<file path="src/rtl/mem_port_arbiter.sv">
// Shares one RAM port between instruction fetch and load/store: arbitrate, issue a
// one-cycle command, then capture read data and return it to the requester that won.
module mem_port_arbiter #(
  parameter int DATA_WIDTH   = 32,
  parameter int RAM_WIDTH    = 31,
  parameter int STARVE_LIMIT = 4
) (
  input  logic                  clk,
  input  logic                  rst,
  input  logic                  if_req,
  input  logic [RAM_WIDTH-1:0]  if_addr,
  output logic                  if_ack,
  output logic                  if_rvalid,
  output logic [DATA_WIDTH-1:0] if_rdata,
  input  logic                  dm_req,
  input  logic                  dm_we,
  input  logic [RAM_WIDTH-1:0]  dm_addr,
  input  logic [3:0]            dm_be,
  input  logic [DATA_WIDTH-1:0] dm_wdata,
  output logic                  dm_ack,
  output logic                  dm_rvalid,
  output logic [DATA_WIDTH-1:0] dm_rdata,
  output logic                  ram_en,
  output logic                  ram_we,
  output logic [3:0]            ram_be,
  output logic [RAM_WIDTH-1:0]  ram_addr,
  output logic [DATA_WIDTH-1:0] ram_wdata,
  input  logic [DATA_WIDTH-1:0] ram_rdata,
  output logic                  busy
);

  // state | meaning
  // ARB   | sample requests, pick a winner, register its RAM command
  // CMD   | command on the RAM port, winner's ack high
  // RESP  | RAM read data valid, captured at the closing edge
  typedef enum logic [1:0] {ARB, CMD, RESP} state_t;
  typedef enum logic [1:0] {SEL_NONE, SEL_IF, SEL_DM} sel_t;

  localparam logic [3:0]           LIMIT     = 4'(STARVE_LIMIT);
  localparam logic [RAM_WIDTH-1:0] WORD_MASK = ~RAM_WIDTH'(3);

  state_t     state, state_next;
  sel_t       grant_sel, grant_sel_next;
  logic [3:0] streak, streak_next;
  logic       grant_if, grant_dm;

  assign busy = (state != ARB);

  always_comb begin
    state_next     = state;
    grant_sel_next = grant_sel;
    streak_next    = streak;
    grant_if       = 1'b0;
    grant_dm       = 1'b0;
    case (state)
      ARB: begin
        // Fetch wins a contested cycle only once the data streak has hit the limit.
        if (dm_req && !(if_req && streak == LIMIT)) grant_dm = 1'b1;
        else if (if_req)                            grant_if = 1'b1;

        if (!if_req)               streak_next = 4'd0;
        else if (grant_if)         streak_next = 4'd0;
        else if (streak != LIMIT)  streak_next = streak + 4'd1;

        if (grant_dm) begin
          state_next     = CMD;
          grant_sel_next = SEL_DM;
        end else if (grant_if) begin
          state_next     = CMD;
          grant_sel_next = SEL_IF;
        end else begin
          grant_sel_next = SEL_NONE;
        end
      end
      CMD:     state_next = ram_we ? ARB : RESP;
      RESP:    state_next = ARB;
      default: state_next = ARB;
    endcase
  end

  always_ff @(posedge clk) begin
    if (rst) begin
      state     <= ARB;
      grant_sel <= SEL_NONE;
      streak    <= 4'd0;
      if_ack    <= 1'b0;
      dm_ack    <= 1'b0;
      if_rvalid <= 1'b0;
      dm_rvalid <= 1'b0;
      if_rdata  <= '0;
      dm_rdata  <= '0;
      ram_en    <= 1'b0;
      ram_we    <= 1'b0;
      ram_be    <= 4'h0;
      ram_addr  <= '0;
      ram_wdata <= '0;
    end else begin
      state     <= state_next;
      grant_sel <= grant_sel_next;
      streak    <= streak_next;

      // Command fields live for exactly the CMD cycle and read as zero otherwise.
      if_ack    <= grant_if;
      dm_ack    <= grant_dm;
      ram_en    <= grant_if | grant_dm;
      ram_we    <= grant_dm & dm_we;
      ram_be    <= (grant_dm && dm_we) ? dm_be : ((grant_if || grant_dm) ? 4'hF : 4'h0);
      ram_addr  <= grant_dm ? (dm_addr & WORD_MASK) :
                   (grant_if ? (if_addr & WORD_MASK) : '0);
      ram_wdata <= (grant_dm && dm_we) ? dm_wdata : '0;

      if_rvalid <= (state == RESP) && (grant_sel == SEL_IF);
      dm_rvalid <= (state == RESP) && (grant_sel == SEL_DM);
      if ((state == RESP) && (grant_sel == SEL_IF)) if_rdata <= ram_rdata;
      if ((state == RESP) && (grant_sel == SEL_DM)) dm_rdata <= ram_rdata;
    end
  end

endmodule

</file>
<file path="config.mk">
export PLATFORM = sky130hd
export DESIGN_NAME = mem_port_arbiter
export DESIGN_NICKNAME = d
export VERILOG_FILES = /design/src/rtl/mem_port_arbiter.sv
export SDC_FILE = /design/constraint.sdc
export NUM_CORES = 1
export LEC_CHECK = 0
export CELL_PAD_IN_SITES_DETAIL_PLACEMENT = 0
export CELL_PAD_IN_SITES_GLOBAL_PLACEMENT = 1
export CORE_ASPECT_RATIO = 0.75
export CORE_UTILIZATION = 25
export CTS_CLUSTER_DIAMETER = 40
export CTS_CLUSTER_SIZE = 16
export DETAILED_ROUTE_END_ITERATION = 8
export PLACE_DENSITY_LB_ADDON = 0.1
export SLEW_MARGIN = 20
export SYNTH_ARGS = -nofsm -noshare
export SYNTH_HDL_FRONTEND = slang
export SYNTH_SLANG_ARGS = --single-unit
</file>
<file path="constraint.sdc">
create_clock -name clk -period 1.4 [get_ports clk]
set_input_delay 0.35 -clock clk [delete_from_list [all_inputs] [get_ports clk]]
set_output_delay 0.35 -clock clk [all_outputs]
set_load 0.05 [all_outputs]
</file>
Word level (Yosys, flattened, before mapping) --
Index checks and enable logic that the tools add are counted.
Storage, ports and cells: register bits after elaboration 145, input port bits 135, output and inout port bits 138
Cells by class: reductions and logical operators 12, eq/ne operators 8, $add $sub $neg 1, bitwise logic cells 3, mux-type cells 20
Operator list (number):
- $mux 31 | 2
- $mux 4 | 5
- $mux 1 | 8
- $mux 2 | 4
- $logic_and 1x1->1 | 5
- $add 4x1->4 const B | 1
- $eq 2x1->1 const B | 2
- $eq 2x2->1 const B | 2
- $eq 4x3->1 const B | 1
- $ne 4x3->1 const B | 1
- $pmux 2 s2 | 1
- $reduce_or 2->1 | 2
- $ne 3x1->1 const B | 1
- $ne 3x3->1 const B | 1
- $logic_not 2->1 | 1
- $reduce_and 2->1 | 1
- $reduce_bool 2->1 | 1
- $and 1x1->1 | 1
- $logic_not 1->1 | 1
- $logic_or 1x1->1 | 1
- $not 1->1 | 1
- $or 1x1->1 | 1

Logic depth before layout (Yosys ltp) --
depth after elaboration 10, depth in mapped cells 6, depth with buffers taken out 5

Least setup slack after synthesis --
OpenSTA, ideal clock, no wires.
path kind register -> register, start point reg streak[0], end point reg ram_wdata[10], required time 1.285 ns, stages on the path, launching flop included 7, path buffers 1, arrival 1.270 ns, setup time 0.115 ns, setup slack 0.015 ns, cells stage by stage dfxtp_1 > inv_1 > ha_1 > nand4b_2 > and3_1 > clkbuf_1 > and3_1
Between the ends: word-level cells in the longest chain between the ends 10
RTL lines:
- start, declared | RTL line 44 | logic [3:0] streak, streak_next;
- start signal, assigned | RTL line 100 | streak <= streak_next;
- $eq 4x3->1 | RTL line 58 | if (dm_req && !(if_req && streak == LIMIT)) grant_dm = 1'b1;
- $logic_and 1x1->1 | RTL line 58
- $logic_not 1->1 | RTL line 58
- $logic_and 1x1->1 | RTL line 58
- $mux 1 | RTL line 58
- $mux 1 (2 in a row) | RTL line 55 | case (state)
- $logic_and 1x1->1 | RTL line 110 | ram_wdata <= (grant_dm && dm_we) ? dm_wdata : '0;
- $not 1->1 (no line)
- $reduce_or 2->1 (no line)
- end signal, assigned | RTL line 110
- end, declared | RTL line 27 | output logic [DATA_WIDTH-1:0] ram_wdata,
No other way between the ends. The select of a mux whose other input is x is not followed. A chain may end at the register's enable or synchronous reset.

Final worst setup path --
start point reg state[1], end point out busy
Between the ends: word-level cells in the longest chain between the ends 1
RTL lines:
- start, declared | RTL line 42 | state_t state, state_next;
- start signal, assigned | RTL line 98 | state <= state_next;
- $reduce_bool 2->1 | RTL line 47 | assign busy = (state != ARB);
- end, declared | RTL line 29 | output logic busy
No other way between the ends.

==> impl_summary.log <==
INFO  metric core.rowCount = 44
INFO  metric final.period_utilization = 103%
INFO  metric drt_iter0_markers = 351
INFO  metric async_flop_share = 0%
INFO  metric gr-usage-all-layers = 16.9%
INFO  metric timing.final.crit_period = 1440 ps
INFO  metric sequential_share_of_the_synthesized_area = 57.1%
INFO  metric synth.most_common_cell = sky130_fd_sc_hd__dfxtp_1
INFO  metric first_global_vias = 4,834
INFO  metric grt_util_met2 = 27.9%
INFO  metric layout_setup_ws = -42.4 ps
INFO  metric synthesis.area = 5020 um2
INFO  metric nNetsFinal = 972
INFO  metric worst_path_required_time = 1050 ps
INFO  metric total_negative_slack = -331 ps
INFO  metric dp.cells = 1,055
INFO  metric synth_top_cells_by_count = sky130_fd_sc_hd__dfxtp_1, sky130_fd_sc_hd__nand2_1, sky130_fd_sc_hd__a21oi_1
INFO  metric setup_viol_count_final = 27
INFO  metric post_synth_num_cell_types = 30
INFO  metric drv_slew = 0
INFO  metric ctsHtreeMaxLevel = 4
INFO  metric initial_core_util = 25.7%
INFO  metric drc_violation_count_after_routing = 40
INFO  metric synth_edf_count = 0
INFO  metric synth_cells = 563
INFO  metric worst_hold_path_type = input pin to flop
INFO  metric gr-usage-met1 = 21.2%
INFO  metric grt-busiest-layer = met2
INFO  metric tritoncts_clock_tree = done
INFO  metric die_area = 20,600 um2
INFO  metric cts.sinks = 143
INFO  metric power.density = 1010 nW/um2
INFO  metric placement.io_buffers = 266
INFO  metric synth.area.top_cells = sky130_fd_sc_hd__dfxtp_1, sky130_fd_sc_hd__nand2_1, sky130_fd_sc_hd__a21oi_1
INFO  metric place.gp.congestion = 0.753
INFO  metric dp.final_hpwl = 12,400 um
INFO  metric instances_no_fill = 1,101
INFO  metric grt_setup_unrepaired = true
INFO  metric drt-vias-per-instance = 4.56
INFO  metric clkSlewWorstSetupHoldPaths = 60 ps
INFO  metric holdBufCountCts = 0
INFO  metric skew = 11.4 ps
INFO  metric main_synth_ff_type = sky130_fd_sc_hd__dfxtp_1
INFO  metric worst_path_cell_trace = nor2_4 -> inv_2 -> buf_12
INFO  metric die-height = 125 um
INFO  metric drt_pass1_iterations = 7
INFO  metric finalWirelength = 18,400 um
INFO  metric fin_area = 10,600 um2
INFO  metric result_of_the_run = finished, violations left
INFO  metric cp_top_family = flip-flops
INFO  metric cts_max_path_buffers = 2
INFO  metric hold_viol = 0
INFO  metric worstSkewPairLatency = 420 ps
INFO  metric area.growth.synth_to_final = 111%
INFO  metric power.static_leakage = 0.00411 uW
INFO  metric cpMaxStageDelayCell = sky130_fd_sc_hd__dfxtp_4
INFO  metric antenna_found_initial = 0
INFO  metric grt_overflow = 0
INFO  metric first_pass_grt_wire_length = 26,600 um
INFO  metric worst-path-max-fanout = 2
INFO  metric clock-root-buffer = sky130_fd_sc_hd__clkbuf_16
INFO  metric grt_util_met3 = 5.03%
INFO  metric worst_ep_arrival_time = 1090 ps
INFO  metric wl_per_cell = 16.7 um
INFO  metric largest_net_degree_at_the_start_of_global_routing = 69
INFO  metric antenna_violating_nets_post_route = 0
INFO  metric drive_gt1_share = 34.8%
INFO  metric synthesis.yosys.warnings = 0
INFO  metric failed_checks = DRC, setup timing
INFO  metric critPathCaptureType = output pin
INFO  metric postSynthRegisterBits = 143
INFO  metric die_w = 166 um
INFO  metric cts_buffers = 17
INFO  metric vias_post_dr = 5,023
INFO  metric synth_area_leader_cell = sky130_fd_sc_hd__dfxtp_1
INFO  metric setup.worst_path.start_class = flop
INFO  metric dpl_cell_area = 9390 um2
INFO  metric netlist.area_leader.share = 57.1%
INFO  metric irDropWorstVdd = 0.643 mV
INFO  metric timing.max_cap.violations = 0
INFO  metric achievable-frequency = 693 MHz
INFO  metric design.core.area = 19,500 um2
INFO  metric syn_avg_cell_area = 8.91 um2
INFO  metric worst-setup-path-type = flop to output pin
INFO  metric crit_path_max_incr_delay = 360 ps
INFO  metric antenna_cells_inserted = 0
INFO  metric worst-path-buf-inv = 2
INFO  metric io_pins = 273
==> where the power goes <==
part / total (uW) / switching (uW) / internal, uW
logic: 1860 / 886 / 977
clock network: 4480 / 1920 / 2560
registers: 4300 / 108 / 4190
total: 10600 / 2920 / 7720
==> per-stage QoR <==
stage / util (%) / hold slack [ps] / power [uW] / setup slack (ps)
2_1_floorplan: - / 462 / 5060 / 14.6
3_3_place_gp: 48.2 / 481 / 6090 / -326
3_5_place_dp: 48.2 / 484 / 6110 / -385
4_1_cts: 51.4 / 341 / 10700 / -67.6
5_1_grt: 54.2 / 354 / 11100 / -116
6_report: 54.2 / 357 / 10600 / -42.4
==> path summary, 6_finish.rpt <==
check	startpoint	to	slack (ps)	cells after the start
setup / recovery	state[1]	busy	-40	3
hold / removal	rst	streak[0]	360	3
setup reg to reg	state[1]	ram_addr[2]	-20	6
hold reg to reg	dm_rdata[28]	dm_rdata[28]	490	2
==> metal layers <==
layer	share of wire, %	wire, um
met5	0	0
met4	0.76	139
met3	6.8	1260
met2	48	8820
met1	44	8170
==> sequential cells by signal, indices dropped and copies added (netlist names) <==
signal and cells:
ram_addr 29, streak 4, if_rvalid 1, dm_rdata 32, state 2, if_ack 1
dm_ack 1, ram_we 1, dm_rvalid 1, grant_sel 2, ram_be 4, ram_wdata 32
if_rdata 32, ram_en 1
==> final cells by class <==
cell class              count  area (um2)
well taps                 253         317
flip-flops and latches    143        2870
clock buffers              18         439
inverters                   3        11.3
fillers                  1695        8930
repair buffers            307        4550
clock inverters            14         144
multi-input cells         363        2230
==> repair_timing <==
item | in CTS | in global routing
setup buffers | 3 | 5
pin swaps | 2 | 51
endpoints found under the setup margin | 107 | 128
gates cloned | 0 | 7
gates resized for setup | 12 | 104
==> placed cells by master (no fill, tap or decap), types with 2 or more instances in the layout <==
master,netlist,final
sky130_fd_sc_hd__o21ai_2,0,2
sky130_fd_sc_hd__nor2_1,8,7
sky130_fd_sc_hd__dfxtp_2,0,2
sky130_fd_sc_hd__nand2_1,134,103
sky130_fd_sc_hd__nand3_1,32,31
sky130_fd_sc_hd__a31oi_1,2,2
sky130_fd_sc_hd__buf_12,0,145
sky130_fd_sc_hd__clkinv_4,0,3
sky130_fd_sc_hd__nor4bb_4,0,2
sky130_fd_sc_hd__nand4bb_2,0,2
sky130_fd_sc_hd__nand4b_1,3,3
sky130_fd_sc_hd__a21oi_2,0,32
sky130_fd_sc_hd__o21a_1,4,4
sky130_fd_sc_hd__o21ai_1,29,27
sky130_fd_sc_hd__dfxtp_4,0,2
sky130_fd_sc_hd__nand2_4,0,23
sky130_fd_sc_hd__buf_8,0,3
sky130_fd_sc_hd__and3_1,33,32
sky130_fd_sc_hd__o21ai_0,2,2
sky130_fd_sc_hd__conb_1,1,2
sky130_fd_sc_hd__clkbuf_16,0,21
sky130_fd_sc_hd__buf_4,5,20
sky130_fd_sc_hd__nand4_1,31,31
sky130_fd_sc_hd__inv_2,0,3
sky130_fd_sc_hd__nor2_4,1,2
sky130_fd_sc_hd__nand3b_1,3,3
sky130_fd_sc_hd__buf_6,9,5
sky130_fd_sc_hd__inv_6,0,6
sky130_fd_sc_hd__nand2_2,0,8
sky130_fd_sc_hd__clkdlybuf4s50_1,0,129
sky130_fd_sc_hd__inv_8,0,2
sky130_fd_sc_hd__a21oi_1,66,34
sky130_fd_sc_hd__dfxtp_1,143,139
==> worst min-delay path: stages <==
cell,delay [ps]
sky130_fd_sc_hd__buf_2,160
sky130_fd_sc_hd__buf_4,170
sky130_fd_sc_hd__a21oi_1,40
==> logic make-up (layout without fill, tap and decap cells) <==
logic type                 after synthesis  in the layout  synth area share, %
and+or+nand+nor                        256            256                 25.2
DFF                                    143            143                 57.1
AOI/OAI and AO/OA                      103            103                 10.5
buffers and inverters                   58            342                 6.61
adders and majority gates                2              2                0.499
other                                    1              2               0.0748
(Power assumes the default switching activity.)
